===== src/rtl/multicycle_control.sv =====
// Multi-cycle CPU sequencing controller.
// A Moore FSM steps each instruction through fetch, decode, execute, memory and write-back.
// A few Mealy qualifiers follow mem_ready (FETCH, MEM_WR) and zero (BRANCH).
// Ports:
//   clk, rst          - system clock and synchronous active-high reset
//   opcode            - IR[15:12], valid from DECODE until retirement
//   zero              - ALU zero flag, used in BRANCH
//   mem_ready         - shared memory completes the current access this cycle
//   PCWrite .. PCsrc  - datapath enables and mux selects
//   state             - current state, for debug
//   instr_done        - one-cycle pulse on instruction retirement
//   illegal           - one-cycle pulse on an unmapped opcode
module multicycle_control (
  input  logic       clk,
  input  logic       rst,
  input  logic [3:0] opcode,
  input  logic       zero,
  input  logic       mem_ready,
  output logic       PCWrite,
  output logic       IRWrite,
  output logic       RegWrite,
  output logic       MemRead,
  output logic       MemWrite,
  output logic       IorD,
  output logic       RegDst,
  output logic       MemToReg,
  output logic       ALUsrcA,
  output logic [1:0] ALUsrcB,
  output logic [2:0] ALUop,
  output logic [1:0] PCsrc,
  output logic [3:0] state,
  output logic       instr_done,
  output logic       illegal
);

  localparam logic [3:0] StFetch   = 4'd0;
  localparam logic [3:0] StDecode  = 4'd1;
  localparam logic [3:0] StExecR   = 4'd2;
  localparam logic [3:0] StWbR     = 4'd3;
  localparam logic [3:0] StMemAddr = 4'd4;
  localparam logic [3:0] StMemRd   = 4'd5;
  localparam logic [3:0] StWbLw    = 4'd6;
  localparam logic [3:0] StMemWr   = 4'd7;
  localparam logic [3:0] StBranch  = 4'd8;
  localparam logic [3:0] StJump    = 4'd9;

  localparam logic [3:0] OpAnd = 4'h0;
  localparam logic [3:0] OpOr  = 4'h1;
  localparam logic [3:0] OpAdd = 4'h2;
  localparam logic [3:0] OpSub = 4'h6;
  localparam logic [3:0] OpSlt = 4'h7;
  localparam logic [3:0] OpLw  = 4'h8;
  localparam logic [3:0] OpSw  = 4'hA;
  localparam logic [3:0] OpBne = 4'hE;
  localparam logic [3:0] OpJmp = 4'hF;

  localparam logic [2:0] AluAnd = 3'b000;
  localparam logic [2:0] AluOr  = 3'b001;
  localparam logic [2:0] AluAdd = 3'b011;
  localparam logic [2:0] AluSub = 3'b100;
  localparam logic [2:0] AluSlt = 3'b101;

  logic [3:0] state_q, state_d;

  always_ff @(posedge clk) begin
    if (rst) begin
      state_q <= StFetch;
    end else begin
      state_q <= state_d;
    end
  end

  always_comb begin
    state_d    = state_q;
    PCWrite    = 1'b0;
    IRWrite    = 1'b0;
    RegWrite   = 1'b0;
    MemRead    = 1'b0;
    MemWrite   = 1'b0;
    IorD       = 1'b0;
    RegDst     = 1'b0;
    MemToReg   = 1'b0;
    ALUsrcA    = 1'b0;
    ALUsrcB    = 2'b00;
    ALUop      = 3'b000;
    PCsrc      = 2'b00;
    state      = 4'd0;
    instr_done = 1'b0;
    illegal    = 1'b0;

    // Reset masks every output so no PC, IR, register or memory write can slip through.
    if (!rst) begin
      state = state_q;
      case (state_q)
        StFetch: begin
          MemRead = 1'b1;
          ALUsrcB = 2'b01;
          ALUop   = AluAdd;
          IRWrite = mem_ready;
          PCWrite = mem_ready;
          if (mem_ready) state_d = StDecode;
        end
        StDecode: begin
          // Precompute the branch target into ALUOut.
          ALUsrcB = 2'b11;
          ALUop   = AluAdd;
          case (opcode)
            OpAnd, OpOr, OpAdd, OpSub, OpSlt: state_d = StExecR;
            OpLw, OpSw:                       state_d = StMemAddr;
            OpBne:                            state_d = StBranch;
            OpJmp:                            state_d = StJump;
            default: begin
              state_d    = StFetch;
              illegal    = 1'b1;
              instr_done = 1'b1;
            end
          endcase
        end
        StExecR: begin
          ALUsrcA = 1'b1;
          ALUsrcB = 2'b00;
          case (opcode)
            OpAnd:   ALUop = AluAnd;
            OpOr:    ALUop = AluOr;
            OpSub:   ALUop = AluSub;
            OpSlt:   ALUop = AluSlt;
            default: ALUop = AluAdd;
          endcase
          state_d = StWbR;
        end
        StWbR: begin
          RegDst     = 1'b1;
          RegWrite   = 1'b1;
          instr_done = 1'b1;
          state_d    = StFetch;
        end
        StMemAddr: begin
          ALUsrcA = 1'b1;
          ALUsrcB = 2'b10;
          ALUop   = AluAdd;
          state_d = (opcode == OpLw) ? StMemRd : StMemWr;
        end
        StMemRd: begin
          MemRead = 1'b1;
          IorD    = 1'b1;
          if (mem_ready) state_d = StWbLw;
        end
        StWbLw: begin
          MemToReg   = 1'b1;
          RegWrite   = 1'b1;
          instr_done = 1'b1;
          state_d    = StFetch;
        end
        StMemWr: begin
          MemWrite   = 1'b1;
          IorD       = 1'b1;
          instr_done = mem_ready;
          if (mem_ready) state_d = StFetch;
        end
        StBranch: begin
          ALUsrcA    = 1'b1;
          ALUsrcB    = 2'b00;
          ALUop      = AluSub;
          PCsrc      = 2'b01;
          PCWrite    = ~zero;
          instr_done = 1'b1;
          state_d    = StFetch;
        end
        StJump: begin
          PCsrc      = 2'b10;
          PCWrite    = 1'b1;
          instr_done = 1'b1;
          state_d    = StFetch;
        end
        default: begin
          // Unreachable codes: outputs stay 0, recover to FETCH.
          state_d = StFetch;
        end
      endcase
    end
  end

endmodule


===== config.mk =====
export PLATFORM = sky130hd
export DESIGN_NAME = multicycle_control
export DESIGN_NICKNAME = d
export VERILOG_FILES = /design/src/rtl/multicycle_control.sv
export SDC_FILE = /design/constraint.sdc
export NUM_CORES = 1
export LEC_CHECK = 0
export CORE_ASPECT_RATIO = 1.1
export CORE_MARGIN = 2
export CORE_UTILIZATION = 35
export DETAILED_ROUTE_END_ITERATION = 10
export GPL_TIMING_DRIVEN = 0
export PLACE_DENSITY = 0.74
export SLEW_MARGIN = 20
export SYNTH_ARGS = -nofsm -noshare
export SYNTH_HDL_FRONTEND = slang
export SYNTH_SLANG_ARGS = --single-unit
export TNS_END_PERCENT = 100

===== constraint.sdc =====
create_clock -name clk -period 1.4 [get_ports clk]
set_input_delay 0.28 -clock clk [delete_from_list [all_inputs] [get_ports clk]]
set_output_delay 0.28 -clock clk [all_outputs]
set_load 0.01 [all_outputs]

==> results.sh, run 1 <==
export IMPL_timing_final_crit_share_pct=130.3
export IMPL_clock_path_buffers=2
export IMPL_placed_area_sq_um=909.6
export IMPL_start_util_pct=37.98
export IMPL_synth_top_area_cell="dfxtp_1"
export IMPL_core_sq_mm=0.001614
export IMPL_ys_ff_latch=4
export IMPL_p_per_area_mw_per_mm2=555.4
export IMPL_grt_overflow=0
export IMPL_ant_nets=0
export IMPL_setup_ws_ns=-0.4242
export IMPL_tightest_slew_ns=0.3048
export IMPL_first_pass_iters=4
export IMPL_wl_mm=2.994
export IMPL_crit_type="flip-flop to output pin"
export IMPL_path_cells="nand2b_4 -> o21a_1 -> o22ai_1 -> a221o_1 -> buf_2"
export IMPL_arrival_ns=1.54
export IMPL_die_w_microns=43.91
export IMPL_vias=933
export IMPL_p_seq_share_pct=18.0
export IMPL_antenna_found_initial=0
export IMPL_hp_class="primary input to flip-flop"
export IMPL_dp_hpwl_mm=1.374
export IMPL_ff2ff_setup_slack_ns=-0.24
export IMPL_wl_per_cell_microns=18.71
export IMPL_finClkSkew_ns=0.01092
export IMPL_intPower_uw=444.3
export IMPL_rsz0062_at_grt="yes"
export IMPL_irDropWorstVdd_v=0.0005867
export IMPL_path_max_fanout=7
export IMPL_cts_sinks=4
export IMPL_ys_seq_area_share_pct=13.06
export IMPL_violations="negative setup slack"
export IMPL_synth_area_per_cell_sq_um=6.967
export IMPL_grt_max_degree=11
export IMPL_slew_violations=0
export IMPL_syn_inst=88
export IMPL_place_port_buffers=26
export IMPL_drive_gt1_share_pct=69.23
export IMPL_dp_cells=131
export IMPL_slowest_stage="dfxtp_4"
export IMPL_fmaxAchievable_ghz=0.5482
export IMPL_viasPerCell=5.831
export IMPL_p_sw_share_pct=40.03
export IMPL_ctsHoldBuffers=0
export IMPL_start_kind="flip-flop"
export IMPL_rows=15
export IMPL_top_regs="state_q x4"
export IMPL_p_total_uw=740.8
export IMPL_cts_clk_slew_worst_paths_ns=0.04
export IMPL_clk_latency_ns=0.27
export IMPL_pre_cts_ws_ns=-0.9151
export IMPL_cap_violations=0
export IMPL_cts_buffers=3
export IMPL_required_ns=1.12
export IMPL_synthesis_nets=96
export IMPL_routabilityCongestion=0.8332
export IMPL_p_sw_uw=296.5
export IMPL_grt_usage_pct=25.59
export IMPL_slew_headroom_pct=79.68
export IMPL_grt_pass1_wl_mm=3.719
export IMPL_die_h_microns=47.90
export IMPL_final_min_clock_period_ns=1.824
export IMPL_setup_violations=24
export IMPL_worstSetupEndpointType="output pin"
export IMPL_synth_cell_types=38
export IMPL_p_leak_nw=0.5941
export IMPL_grt_pass1_vias=792
export IMPL_drtIter0Drc=19
export IMPL_drc=0
export IMPL_synth_area_sq_um=613.1
export IMPL_largest_register="state_q"
export IMPL_area_growth_pct=117.6
export IMPL_finalHoldViolCount=0
export IMPL_dieArea_sq_mm=0.002103
export IMPL_io_pins=30
export IMPL_cts_max_level=1
export IMPL_nets=153
export IMPL_yosys_warnings=0
export IMPL_power_frac_comb_pct=58.3
export IMPL_stdcell_area_sq_mm=0.001334
export IMPL_cts_tree="yes"
export IMPL_finalNonFillerCells=160
export IMPL_critPathMaxStageDelay_ns=0.41
export IMPL_largest_reg_flops=4
export IMPL_synth_top_area_share_pct=13.06
export IMPL_root_buffer="clkbuf_4"
export IMPL_clkPwrFrac_pct=23.8
export IMPL_status="complete, but fails checks"
export IMPL_diodes=0
export IMPL_synthTopCellsByArea="dfxtp_1 13%, nor2_1 10%, nor2b_1 5.1%"
==> worst paths after layout <==
path / start / to / cells after the start
worst max register to register: state_q[1] / state_q[0] / 8
worst max-delay path: state_q[3] / instr_done / 5
worst min register to register: state_q[2] / state_q[1] / 4
worst min-delay path: opcode[2] / state_q[3] / 3
==> layer usage <==
metal	GRT usage, %	share of wire [%]	up-vias
li1	-	-	424
met1	27.43	39	442
met2	43.82	50	55
met3	4.528	7.1	12
met4	23.03	3.9	0
met5	0	0	-
==> cell type report <==
type,count,area [sq um]
Fill cell,85,280.3
Tap cell,17,21.27
Clock buffer,3,22.52
Sequential cell,4,92.59
Buffer,7,81.33
Timing Repair Buffer,52,439.2
Inverter,3,13.76
Multi-Input combinational cell,74,663.1
==> critical path, delay by kind of cell, from the launching register on <==
family | cells | cell delay (ns)
AND/OR/NAND/NOR | 1 | 0.17
buffers and inverters | 1 | 0.14
flip-flops | 1 | 0.41
AO/OA/AOI/OAI | 3 | 0.55
==> metrics by stage <==
stage	util [%]	setup TNS, ns	hold WS, ns
6_report	82.64	-5.504	0.4010
3_3_place_gp	56.36	-9.149	0.6215
5_1_grt	82.64	-6.438	0.4106
4_1_cts	70.08	-2.776	0.3914
2_1_floorplan	-	-0.03079	0.4738
3_5_place_dp	56.36	-9.414	0.6255
==> Yosys cell counts, drive strengths merged <==
master,count
or2,2
nor4b,2
o31ai,1
dfxtp,4
a22oi,1
a21oi,5
xnor2,1
nand2,4
inv,3
and3b,1
and2,2
nor2,17
a221o,1
o22ai,1
nor3,5
a211oi,2
o21ba,1
o21bai,1
o21a,2
o31a,1
o2bb2ai,1
a41oi,1
nor2b,5
a31oi,1
nor4,1
a2111oi,1
and3,2
xor2,1
buf,6
o21ai,3
clkbuf,1
nand2b,6
nor3b,2
==> cells in the final DEF, fill, tap and decap left out, types with 4 or more instances in the layout <==
master,n
nor2_1,8
buf_6,17
buf_4,15
nor2_4,7
nand2b_4,6
a21oi_1,4
buf_2,16
==> power groups by stage <==
stage	sequential (mW)	clock, mW	combinational (mW)
final	0.133	0.176	0.432
after global routing	0.134	0.173	0.459
after CTS	0.132	0.146	0.342
after detailed placement	0.134	0	0.256
after global placement	0.133	0	0.252
after floorplan	0.131	0	0.161
==> cell families (layout without fill, tap and decap cells) <==
| family | count (synthesis) | count (layout) | synth area share [%] |
|---|---|---|---|
| simple gates | 49 | 49 | 45.71 |
| compound gates | 23 | 23 | 29.19 |
| buf+inv | 10 | 65 | 9.181 |
| flops | 4 | 4 | 13.06 |
| xor+xnor | 2 | 2 | 2.858 |
==> timing repair <==
| item | in CTS | in global routing |
|---|---|---|
| setup buffers | 14 | 11 |
| pin swaps | 12 | 12 |
| endpoints found under the hold margin | 0 | 0 |
| endpoints found under the setup margin | 22 | 25 |
| gates resized for setup | 125 | 36 |
| gates cloned | 0 | 1 |
Power figures use the tool's default switching activity.
==> run 2, diff against run 1 <==
--- a/config.mk
+++ b/config.mk
@@ -7,10 +7,10 @@
 export LEC_CHECK = 0
 export CORE_ASPECT_RATIO = 1.1
 export CORE_MARGIN = 2
-export CORE_UTILIZATION = 35
+export CORE_UTILIZATION = 39
 export DETAILED_ROUTE_END_ITERATION = 10
 export GPL_TIMING_DRIVEN = 0
-export PLACE_DENSITY = 0.74
+export PLACE_DENSITY = 0.78
 export SLEW_MARGIN = 20
 export SYNTH_ARGS = -nofsm -noshare
 export SYNTH_HDL_FRONTEND = slang
==> constraint.sdc (replaced) <==
create_clock -name clk -period 2 [get_ports clk]
set_input_delay 0.4 -clock clk [delete_from_list [all_inputs] [get_ports clk]]
set_output_delay 0.4 -clock clk [all_outputs]
set_load 0.01 [all_outputs]
==> run 2 against run 1 <==
Against the previous run:
- the run now ends clean
- final cell count shrank 16%
- utilization shrank 19 points
- clock skew shrank 0.0074 ns
- setup slack gained 0.49 ns
- non-clock buffer count shrank 25
- critical endpoint is now MemRead
- highest routed layer is now met3
==> results.sh, run 2 (synthesis gave the netlist of run 1 again) <==
export IMPL_drc=0
export IMPL_start_util_pct=40.33
export IMPL_cts_clk_slew_worst_paths_ns=0.04
export IMPL_dp_hpwl_mm=1.335
export IMPL_core_sq_mm=0.001520
export IMPL_first_pass_iters=4
export IMPL_grt_max_degree=11
export IMPL_p_total_uw=368.8
export IMPL_setup_ws_ns=0.06183
export IMPL_timing_final_crit_share_pct=96.91
export IMPL_grt_pass1_wl_mm=2.884
export IMPL_start_kind="flip-flop"
export IMPL_cts_buffers=3
export IMPL_routabilityCongestion=0.8580
export IMPL_met1_length_microns=813
export IMPL_p_leak_nw=0.4369
export IMPL_dp_cells=131
export IMPL_wl_met2_microns=936
export IMPL_status="finished clean"
export IMPL_drtIter0Drc=11
export IMPL_rsz0062_at_grt="no"
export IMPL_die_w_microns=41.81
export IMPL_cts_tree="yes"
export IMPL_tns_ns=0
export IMPL_path_max_fanout=7
export IMPL_p_per_area_mw_per_mm2=383.3
export IMPL_dieArea_sq_mm=0.001906
export IMPL_placed_area_sq_um=894.6
export IMPL_drive_gt1_share_pct=27.12
export IMPL_slew_violations=0
export IMPL_worstSetupEndpointType="output pin"
export IMPL_final_util_pct=63.29
export IMPL_die_h_microns=45.59
export IMPL_diodes=0
export IMPL_finClkSkew_ns=0.003559
export IMPL_pre_cts_ws_ns=-0.6996
export IMPL_stdcell_area_sq_um=962.2
export IMPL_wl_per_cell_microns=13.72
export IMPL_place_port_buffers=26
export IMPL_hold_ws_ns=0.4850
export IMPL_layout_commonest_cell="dlygate4sd2_1"
export IMPL_nFillCells=147
export IMPL_rows=15
export IMPL_tightest_slew_ns=0.2901
export IMPL_slew_headroom_pct=80.61
export IMPL_nets=128
export IMPL_irDropWorstVdd_v=0.0003498
export IMPL_antenna_found_initial=0
export IMPL_wl_mm=1.852
export IMPL_mostFrequentLayoutCells="15 x dlygate4sd2_1, 14 x nor2_1, 6 x clkdlybuf4s50_1"
export IMPL_cts_max_level=1
export IMPL_io_pins=30
export IMPL_cap_violations=0
export IMPL_largest_register="state_q"
export IMPL_hp_class="primary input to flip-flop"
export IMPL_vias=753
export IMPL_required_ns=1.60
export IMPL_met3_length_microns=101
export IMPL_viasPerCell=5.578
export IMPL_top_regs="state_q x4"
export IMPL_routed_top_layer="met3"
export IMPL_grt_usage_pct=19.29
export IMPL_cts_sinks=4
export IMPL_crit_type="flip-flop to output pin"
export IMPL_setup_violations=0
export IMPL_grt_pass1_vias=671
export IMPL_finalNonFillerCells=135
export IMPL_final_min_clock_period_ns=1.938
export IMPL_ant_nets=0
export IMPL_root_buffer="clkbuf_4"
export IMPL_grt_overflow=0
export IMPL_fmaxAchievable_ghz=0.5159
export IMPL_area_growth_pct=56.94
export IMPL_clk_latency_ns=0.23
export IMPL_largest_reg_flops=4
export IMPL_arrival_ns=1.54
export IMPL_clock_path_buffers=2
export IMPL_finalHoldViolCount=0
==> run 2: power by group <==
group          internal (mW)  switching, mW  total [mW]  leakage (nW)
Clock                 0.0669         0.0294      0.0962        0.0138
Combinational         0.0869         0.0920       0.179         0.388
Sequential            0.0839        0.00976      0.0936        0.0347
==> run 2: area by class of cell <==
class | instances | area (sq um) | area share [%]
Buffer | 7 | 57.56 | 5.982
Clock buffer | 3 | 22.52 | 2.341
Inverter | 3 | 11.26 | 1.170
Multi-Input combinational cell | 74 | 515.5 | 53.58
Sequential cell | 4 | 91.34 | 9.493
Tap cell | 17 | 21.27 | 2.211
Timing Repair Buffer | 27 | 242.7 | 25.23
==> run 2: worst paths after layout <==
| check | slack (ns) | end | depth (start not counted) | start |
|---|---|---|---|---|
| worst max-delay path | 0.06 | MemRead | 3 | state_q[1] |
| worst max register to register | 0.64 | state_q[1] | 5 | state_q[2] |
| worst min-delay path | 0.48 | state_q[3] | 2 | rst |
| worst min register to register | 0.77 | state_q[0] | 3 | state_q[3] |
==> run 2: what timing repair did <==
| item | 4_1_cts | 5_1_grt |
|---|---|---|
| setup endpoints to repair | 18 | 5 |
| hold buffers | 0 | 0 |
| pin swaps | 1 | 1 |
| setup buffers | 1 | 0 |
| resized for setup | 36 | 12 |
==> run 2: layer usage <==
metal | global-route usage (%) | up-vias
li1 | - | 378
met1 | 24.05 | 350
met2 | 33.75 | 25
met3 | 1.190 | 0
met4 | 10.32 | 0
met5 | 0 | -
==> run 2: critical path: stages (launching register included) <==
cell and delay [ns]:
dfxtp_4 0.37, nor3_1 0.23, and3_1 0.18, clkdlybuf4s50_1 0.53
==> run 3, diff against run 2 <==
==> constraint.sdc (replaced) <==
create_clock -name clk -period 2 [get_ports clk]
set_input_delay 0.2 -clock clk [delete_from_list [all_inputs] [get_ports clk]]
set_output_delay 0.2 -clock clk [all_outputs]
set_load 0.01 [all_outputs]
==> run 3 against run 2 <==
Against the previous run:
- combinational power is essentially flat
- power shrank 0.20%
- hold slack got worse by 0.20 ns
- clock power fell by 1%
- flip-flop and latch count did not move
- wire length shrank 3.0%
- cell area fell by 0.39%
- non-clock buffer count did not move
- sequential power decreased by 0.5%
- clock-buffer cell count is the same
- clock skew about the same
- via count decreased by 2.1%
- largest cell class unchanged
- highest routed layer unchanged
==> results.sh, run 3 (synthesis gave the netlist of run 1 again) <==
export IMPL_p_leak_nw=0.3983
export IMPL_path_max_fanout=10
export IMPL_start_util_pct=40.33
export IMPL_final_util_pct=63.05
export IMPL_intPower_uw=241.5
export IMPL_cts_buffers=3
export IMPL_dp_hpwl_mm=1.335
export IMPL_setup_violations=0
export IMPL_finalHoldViolCount=0
export IMPL_hp_class="primary input to flip-flop"
export IMPL_ff2ff_setup_slack_ns=0.64
export IMPL_clk_latency_ns=0.23
export IMPL_drive_gt1_share_pct=22.03
export IMPL_dp_cells=131
export IMPL_mostFrequentLayoutCells="20 x clkdlybuf4s50_1, 15 x nor2_1, 5 x a21oi_1, 5 x nor3_1"
export IMPL_wl_per_cell_microns=13.31
export IMPL_dieArea_sq_mm=0.001906
export IMPL_wl_mm=1.797
export IMPL_rr_endpoint="state_q[1]"
export IMPL_nets=128
export IMPL_slowest_stage="clkdlybuf4s50_1"
export IMPL_nFillCells=141
export IMPL_crit_type="flip-flop to output pin"
export IMPL_irDropWorstVdd_v=0.0003364
export IMPL_timing_final_crit_share_pct=96.64
export IMPL_cts_max_level=1
export IMPL_start_kind="flip-flop"
export IMPL_place_port_buffers=26
export IMPL_pre_cts_ws_ns=-0.2996
export IMPL_routabilityCongestion=0.8580
export IMPL_drc=0
export IMPL_drtIter0Drc=9
export IMPL_io_pins=30
export IMPL_area_growth_pct=56.33
export IMPL_tightest_slew_ns=0.3108
export IMPL_critPathMaxStageDelay_ns=0.47
export IMPL_arrival_ns=1.73
export IMPL_wl_met2_microns=908
export IMPL_antenna_found_initial=0
export IMPL_p_sw_uw=126.5
export IMPL_status="finished clean"
export IMPL_p_per_area_mw_per_mm2=384.0
export IMPL_grt_pass1_wl_mm=2.877
export IMPL_min_to="state_q[3]"
export IMPL_root_buffer="clkbuf_4"
export IMPL_ctsHoldBuffers=0
export IMPL_final_min_clock_period_ns=1.933
export IMPL_rows=15
export IMPL_vias=737
export IMPL_hold_ws_ns=0.2850
export IMPL_required_ns=1.80
export IMPL_clock_path_buffers=2
export IMPL_finClkSkew_ns=0.003257
export IMPL_slew_violations=0
export IMPL_tns_ns=0
export IMPL_met3_length_microns=103
export IMPL_core_sq_mm=0.001520
export IMPL_slew_headroom_pct=79.23
export IMPL_setup_ws_ns=0.06718
export IMPL_grt_pass1_vias=674
export IMPL_p_sw_share_pct=34.37
export IMPL_grt_usage_pct=19.20
export IMPL_hold_start="rst"
export IMPL_finalNonFillerCells=135
export IMPL_largest_register="state_q"
export IMPL_viasPerCell=5.459
export IMPL_path_cells="buf_6 -> nor2_1 -> and3_1 -> or2_2 -> clkdlybuf4s50_1"
export IMPL_die_h_microns=45.59
export IMPL_layout_commonest_cell="clkdlybuf4s50_1"
export IMPL_fmaxAchievable_ghz=0.5174
export IMPL_grt_max_degree=11
export IMPL_first_pass_iters=5
export IMPL_top_regs="state_q x4"
export IMPL_met1_length_microns=785
export IMPL_diodes=0
export IMPL_cts_sinks=4
export IMPL_largest_reg_flops=4
export IMPL_die_w_microns=41.81
export IMPL_clkPwrFrac_pct=25.7
export IMPL_power_frac_comb_pct=49.0
export IMPL_grt_overflow=0
export IMPL_p_seq_share_pct=25.3
export IMPL_min_delay_path_depth=2
export IMPL_rsz0062_at_grt="no"
export IMPL_worstSetupEndpointType="output pin"
export IMPL_ant_nets=0
export IMPL_worst_r2r_path_depth=5
export IMPL_routed_top_layer="met3"
export IMPL_cap_violations=0
export IMPL_cts_tree="yes"
export IMPL_cts_clk_slew_worst_paths_ns=0.03
export IMPL_r2r_start="state_q[2]"
run 3: cell types whose count changed in the layout (fill, tap and decap cells not counted), moves of 2 or more:
cell | before | now
buf_4 | 4 | 2
clkdlybuf4s50_1 | 6 | 20
dlygate4sd2_1 | 15 | 2
dlymetal6s2s_1 | 1 | 3
nand2b_1 | 1 | 3
nand2b_4 | 4 | 1
nor2_2 | 3 | 1
run 3: worst max path at each step:
stage	start	end	cells past startpoint
after floorplan	state_q[3]	instr_done	4
after global placement	opcode[3]	instr_done	6
after detailed placement	opcode[3]	instr_done	6
after CTS	state_q[3]	instr_done	5
after global routing	state_q[3]	PCWrite	5
final	state_q[0]	PCWrite	5
run 3: layer usage:
layer  global-route usage, %  up-vias
met5                       0        -
met4                   9.032        0
met3                  0.7937        0
met2                   33.75       23
met1                   24.52      341
li1                        -      373
run 3: what timing repair did:
item,in CTS,in global routing
buffers inserted,1,0
pin swaps,2,0
hold endpoints to repair,0,0
resized for setup,12,7
setup endpoints to repair,7,4
run 3: cell type report:
type / instances / area, sq um / share of cell area [%]
multi-input combinational: 74 / 491.7 / 51.31
timing repair buffer: 27 / 272.8 / 28.46
sequential: 4 / 88.84 / 9.269
buffer: 7 / 50.05 / 5.222
clock buffer: 3 / 22.52 / 2.350
tap: 17 / 21.27 / 2.219
inverter: 3 / 11.26 / 1.175
run 3: power by group through the flow:
stage / Combinational (mW) / Sequential, mW / Clock (mW)
after detailed placement: 0.176 / 0.0932 / 0
after CTS: 0.179 / 0.0934 / 0.102
after floorplan: 0.110 / 0.0911 / 0
after global routing: 0.198 / 0.0938 / 0.110
after global placement: 0.174 / 0.0931 / 0
final: 0.180 / 0.0931 / 0.0948
run 3: per-stage QoR:
stage	total power [mW]	area (sq um)
6_report	0.3680	958.4
5_1_grt	0.4009	958.4
4_1_cts	0.3742	939.7
3_5_place_dp	0.2690	894.6
3_3_place_gp	0.2672	894.6
2_1_floorplan	0.2013	613.1
run 3: critical path: cells and delay by family, from the launching register on:
family	cells	cell delay, ns
buffers and inverters	2	0.61
flip-flops	1	0.37
AND/OR/NAND/NOR	3	0.51
